### config.mk
export PLATFORM = sky130hd
export DESIGN_NAME = top_level_wrapper
export DESIGN_NICKNAME = d
export VERILOG_FILES = /design/src/rtl/top_level_wrapper.sv
export SDC_FILE = /design/constraint.sdc
export NUM_CORES = 2
export LEC_CHECK = 0
export BUFFER_PORTS_ARGS = -buffer_cell sky130_fd_sc_hd__buf_2
export CAP_MARGIN = 20
export CORE_UTILIZATION = 50
export CTS_BUF_LIST = sky130_fd_sc_hd__clkbuf_16
export DETAILED_ROUTE_END_ITERATION = 16
export MAX_ROUTING_LAYER = met4
export PLACE_DENSITY = 0.71
export REMOVE_ABC_BUFFERS = 1
export SETUP_SLACK_MARGIN = 0.1
export SLEW_MARGIN = 20
export SYNTH_ARGS = -nofsm -noshare
export SYNTH_HDL_FRONTEND = slang
export SYNTH_SLANG_ARGS = --single-unit
### constraint.sdc
create_clock -name clk -period 4.85 [get_ports clk]
set_input_delay 0.485 -clock clk [delete_from_list [all_inputs] [get_ports clk]]
set_output_delay 0.485 -clock clk [all_outputs]
set_load 0.05 [all_outputs]
### src/rtl/top_level_wrapper.sv
// SHA-1 single-block accelerator behind a small word-addressed register bus.
// Holds 16 message words and, on START, hashes them as one already-padded
// block. It uses one round per clock and a rolling 16-word message schedule.
// The five digest words change only when a hash completes.
module top_level_wrapper (
  input  logic        clk,
  input  logic        reset_n,
  input  logic        write,
  input  logic        read,
  input  logic [31:0] address,
  input  logic [31:0] writedata,
  output logic [31:0] readdata
);

  typedef enum logic [1:0] {
    S_IDLE  = 2'd0,
    S_INIT  = 2'd1,
    S_ROUND = 2'd2,
    S_FINAL = 2'd3
  } state_t;

  localparam logic [31:0] IV0 = 32'h6745_2301;
  localparam logic [31:0] IV1 = 32'hEFCD_AB89;
  localparam logic [31:0] IV2 = 32'h98BA_DCFE;
  localparam logic [31:0] IV3 = 32'h1032_5476;
  localparam logic [31:0] IV4 = 32'hC3D2_E1F0;

  function automatic logic [31:0] rotl1(input logic [31:0] x);
    return {x[30:0], x[31]};
  endfunction

  function automatic logic [31:0] rotl5(input logic [31:0] x);
    return {x[26:0], x[31:27]};
  endfunction

  function automatic logic [31:0] rotl30(input logic [31:0] x);
    return {x[1:0], x[31:2]};
  endfunction

  state_t      state, state_next;
  logic [31:0] msg [16];
  logic [31:0] h   [5];
  logic [31:0] w   [16];
  logic [31:0] a, b, c, d, e;
  logic [6:0]  t;
  logic        busy, done;

  logic [4:0]  addr;
  logic [3:0]  msg_idx;
  logic        unused_addr;
  logic        start;
  logic        msg_we;
  logic [31:0] f_val, k_val, temp, w_new, rd_val;

  // Only the low five address bits select a register; the rest are don't-care.
  assign addr        = address[4:0];
  assign unused_addr = ^address[31:5];
  assign msg_idx     = 4'(addr - 5'd1);
  assign start       = write && (addr == 5'd0) && writedata[0] && (state == S_IDLE);
  assign msg_we      = write && !busy && (addr >= 5'd1) && (addr <= 5'd16);

  // Round function, constant, new working word and next schedule word.
  always_comb begin
    f_val = 32'd0;
    k_val = 32'd0;
    if (t < 7'd20) begin
      f_val = (b & c) | (~b & d);
      k_val = 32'h5A82_7999;
    end else if (t < 7'd40) begin
      f_val = b ^ c ^ d;
      k_val = 32'h6ED9_EBA1;
    end else if (t < 7'd60) begin
      f_val = (b & c) | (b & d) | (c & d);
      k_val = 32'h8F1B_BCDC;
    end else begin
      f_val = b ^ c ^ d;
      k_val = 32'hCA62_C1D6;
    end
    temp  = rotl5(a) + f_val + e + k_val + w[0];
    w_new = rotl1(w[13] ^ w[8] ^ w[2] ^ w[0]);
  end

  // Read-side register mux; the value is captured into readdata on a read.
  always_comb begin
    rd_val = 32'd0;
    case (addr)
      5'd0:    rd_val = {30'd0, done, busy};
      5'd17:   rd_val = h[0];
      5'd18:   rd_val = h[1];
      5'd19:   rd_val = h[2];
      5'd20:   rd_val = h[3];
      5'd21:   rd_val = h[4];
      default: begin
        if (addr <= 5'd16) rd_val = msg[msg_idx];
        else               rd_val = 32'd0;
      end
    endcase
  end

  // FSM next-state: IDLE -> INIT -> 80 x ROUND -> FINAL -> IDLE.
  always_comb begin
    state_next = state;
    case (state)
      S_IDLE: begin
        if (start) state_next = S_INIT;
        else       state_next = S_IDLE;
      end
      S_INIT:  state_next = S_ROUND;
      S_ROUND: begin
        if (t == 7'd79) state_next = S_FINAL;
        else            state_next = S_ROUND;
      end
      S_FINAL: state_next = S_IDLE;
      default: state_next = S_IDLE;
    endcase
  end

  // FSM state register.
  always_ff @(posedge clk or negedge reset_n) begin
    if (!reset_n) state <= S_IDLE;
    else          state <= state_next;
  end

  // Bus registers, hash datapath and status flags.
  always_ff @(posedge clk or negedge reset_n) begin
    if (!reset_n) begin
      readdata <= 32'd0;
      for (int i = 0; i < 16; i++) begin
        msg[i] <= 32'd0;
        w[i]   <= 32'd0;
      end
      for (int i = 0; i < 5; i++) h[i] <= 32'd0;
      a    <= 32'd0;
      b    <= 32'd0;
      c    <= 32'd0;
      d    <= 32'd0;
      e    <= 32'd0;
      t    <= 7'd0;
      busy <= 1'b0;
      done <= 1'b0;
    end else begin
      // Read captures pre-write contents since msg updates are non-blocking.
      if (read) readdata <= rd_val;
      if (msg_we) msg[msg_idx] <= writedata;
      case (state)
        S_IDLE: begin
          if (start) begin
            busy <= 1'b1;
            done <= 1'b0;
          end
        end
        S_INIT: begin
          for (int i = 0; i < 16; i++) w[i] <= msg[i];
          a <= IV0;
          b <= IV1;
          c <= IV2;
          d <= IV3;
          e <= IV4;
          t <= 7'd0;
        end
        S_ROUND: begin
          e <= d;
          d <= c;
          c <= rotl30(b);
          b <= a;
          a <= temp;
          for (int i = 0; i < 15; i++) w[i] <= w[i+1];
          w[15] <= w_new;
          t <= t + 7'd1;
        end
        S_FINAL: begin
          h[0] <= IV0 + a;
          h[1] <= IV1 + b;
          h[2] <= IV2 + c;
          h[3] <= IV3 + d;
          h[4] <= IV4 + e;
          done <= 1'b1;
          busy <= 1'b0;
        end
        default: begin
          busy <= 1'b0;
        end
      endcase
    end
  end

endmodule

==> impl_metrics.env <==
export IMPL_io_pins=100
export IMPL_synth_area_top_cells="dfrtp_1, mux2_2, mux2i_1"
export IMPL_synth_most_common_cell="dfrtp_1"
export IMPL_setup_tns_ns=0
export IMPL_placed_cell_area_mm2=0.0724
export IMPL_drt_iter0_drc=4458
export IMPL_async_flop_share_pct=100
export IMPL_syn_area_mm2=0.0697
export IMPL_crit_arrival_ns=5.35
export IMPL_synth_top_area_cell="dfrtp_1"
export IMPL_synth_adder_area_share_pct=4.36
export IMPL_synthXorXnorAreaFrac_pct=3.04
export IMPL_crit_buf_inv=4
export IMPL_drv_slew=0
export IMPL_fin_util_pct=56.1
export IMPL_clk_path_buf_depth=3
export IMPL_dp_hpwl_um=119000
export IMPL_synthTopCellsByCount="dfrtp_1, nor2_1, a21oi_1"
export IMPL_fin_nets=6247
export IMPL_start_kind="flop"
export IMPL_cp_max_fo=7
export IMPL_wl_per_cell_um=23.5
export IMPL_syn_instance_count=6061
export IMPL_critPathMaxStageDelay_ns=0.53
export IMPL_clock_root_buffer="clkbuf_16"
export IMPL_grt_overflow=0
export IMPL_crit_path_cell_trace="o21ai_1 > and2_4 > inv_4 > nand2_2 > nand2_4 > buf_4 > a221o_1 > fa_1 > inv_1 > fa_1 > inv_1 > ha_1 > and2b_2 > o2111ai_4 > a21oi_4 > or4_4 > a211oi_4 > xor2_1 > o22ai_1"
export IMPL_viasPerCell=6.00
export IMPL_muxShareOfSynthArea_pct=21.7
export IMPL_cap_violations=0
export IMPL_fin_crit_sh_pct=96.7
export IMPL_wirelength_um=187000
export IMPL_nFillCells=11400
export IMPL_grtUsageTotal_pct=27.6
export IMPL_drc=0
export IMPL_relSlewSlack_pct=21.5
export IMPL_crit_family="adder cells"
export IMPL_dr_pass1_iters=6
export IMPL_ys_flop_type="dfrtp_1"
export IMPL_worstSetupPathType="flop to flop"
export IMPL_grt_max_degree=224
export IMPL_seq_area_frac_synth_pct=49.8
export IMPL_area_growth_pct=11.0
export IMPL_core_mm2=0.138
export IMPL_synth_seq_cells=1387
export IMPL_fin_crit_ns=4.69
export IMPL_skew_ns=0.0231
export IMPL_hp_class="input pin to flop"
export IMPL_clk_latency_ns=0.79
export IMPL_port_buffers=72
export IMPL_status="finished, final reports clean"
export IMPL_power_w=0.0665
export IMPL_gp_congestion=0.971
export IMPL_max_freq_mhz=213
export IMPL_crit_required_ns=5.51
export IMPL_num_vias=47600
export IMPL_final_area_mm2=0.0773
export IMPL_start_util_pct=50.6
export IMPL_setup_violations=0
export IMPL_ant_nets=0
export IMPL_cts_tree="yes"
export IMPL_p_per_area_mw_per_mm2=860
export IMPL_h_tree_depth=4
export IMPL_fp_row_count=136
export IMPL_fp_dieH_um=375
export IMPL_ys_warn_count=0
export IMPL_slowest_stage="fa_1"
export IMPL_worstSetupEndpointType="flop"
export IMPL_die_w_um=375
export IMPL_synth_compound_area_share_pct=9.98
export IMPL_dieArea_mm2=0.141
export IMPL_max_slew_worst_pin_slew_ns=1.18
export IMPL_clkSlewWorstSetupHoldPaths_ns=0.06
export IMPL_cts_buffers=147
export IMPL_vdd_ir_drop_max_mv=1.34
export IMPL_synth_cell_types=90
export IMPL_final_layout_size_suffix_gt1_share_pct=20.5
export IMPL_fin_hold_ws_ns=0.0499
export IMPL_grt_pass1_wl_um=290000
export IMPL_antenna_found_initial=11
export IMPL_synth_top_family_by_area="multiplexers"
export IMPL_rsz0062_at_grt="true"
export IMPL_synth_edf_count=0
export IMPL_syn_area_per_cell_um2=11.5
export IMPL_yosysTopAreaCellShare_pct=49.8
export IMPL_yosys_area_share_simple_pct=7.17
export IMPL_cts_sinks=1387
export IMPL_grt_pass1_vias=48000
export IMPL_leakage_nw=37.9
export IMPL_finalHoldViolations=0
[final cells by class]
cell class | count | area [um^2] | share of cell area [%]
Inverter | 268 | 1010 | 1.31
Tap cell | 1794 | 2240 | 2.90
Clock buffer | 151 | 3780 | 4.89
Timing Repair Buffer | 235 | 2080 | 2.69
Sequential cell | 1387 | 34700 | 44.9
Multi-Input combinational cell | 3969 | 32600 | 42.1
Clock inverter | 120 | 898 | 1.16
Antenna cell | 9 | 22.5 | 0.0291
[routing by layer]
metal / vias up / global-route usage, % / routed length (um)
met5: - / - / 0
met4: 0 / 9.33 / 5930
met3: 346 / 5.68 / 12700
met2: 1434 / 41.2 / 86100
met1: 24500 / 37.7 / 82000
li1: 21300 / - / -
[worst reg2reg max path, cell delays in order (launching register included)]
cell	delay, ns
dfrtp_1	0.42
o21ai_1	0.17
and2_4	0.18
inv_4	0.04
nand2_2	0.09
nand2_4	0.10
buf_4	0.15
a221o_1	0.31
fa_1	0.53
inv_1	0.05
fa_1	0.50
inv_1	0.04
ha_1	0.28
and2b_2	0.23
o2111ai_4	0.26
a21oi_4	0.11
or4_4	0.53
a211oi_4	0.30
xor2_1	0.18
o22ai_1	0.08
[stage by stage]
stage                     worst slack [ns]  cells
final                                0.161   7933
after global routing               -0.0491   7931
after CTS                            0.105   7917
after detailed placement            0.0107   7645
after global placement              0.0601   7644
after floorplan                     -25.83   5624
[path summary, 6_finish.rpt]
| kind | from | endpoint | slack [ns] | cells past startpoint |
|---|---|---|---|---|
| worst max-delay path | t[3] | a[23] | 0.16 | 19 |
| worst min register to register | w[28] | w[28] | 0.48 | 1 |
| min in group asynchronous | reset_n | w[226] | 0.31 | 2 |
| worst min-delay path | write | done | 0.05 | 4 |
| worst max register to register | t[3] | a[23] | 0.16 | 19 |
| max in group asynchronous | reset_n | msg[206] | 3.09 | 3 |
[sequential cells by signal (all words and copies together) (netlist names), 2 cells and up]
name,cells
a,32
e,32
t,7
h,160
w,512
c,32
readdata,32
msg,512
d,32
state,2
b,32
[placed cells by master (no fill, tap or decap), types with 43 or more instances in the layout]
cell type	count
dfrtp_1	1386
nor2_1	773
a21oi_1	614
mux2_2	557
mux2i_1	497
inv_1	291
xnor2_1	211
mux4_2	160
clkbuf_16	151
nand2_1	136
buf_4	124
fa_1	119
o21ai_0	114
nand3_1	94
a31oi_1	75
buf_2	69
a21o_1	46
ha_1	43
[where the power goes]
part / leakage, nW / switching [W] / internal, W
sequential: 17.2 / 0.00373 / 0.0160
combinational: 18.3 / 0.0188 / 0.0170
clock: 2.40 / 0.00482 / 0.00625
total: 37.9 / 0.0273 / 0.0392
[logic make-up after synthesis]
family / Yosys count
AO/OA/AOI/OAI: 1147
XOR/XNOR: 240
adder cells (fa/ha/maj): 171
buffers and inverters: 705
flip-flops: 1387
multiplexers: 1237
AND/OR/NAND/NOR: 1174
[timing repair]
action,4_1_cts,5_1_grt
endpoints found under the hold margin,91,0
setup endpoints to repair,8,19
cloned,0,0
hold buffers,1,0
pin swaps,2,23
buffers inserted,0,7
gates resized for setup,7,46
(Power assumes the default switching activity.)
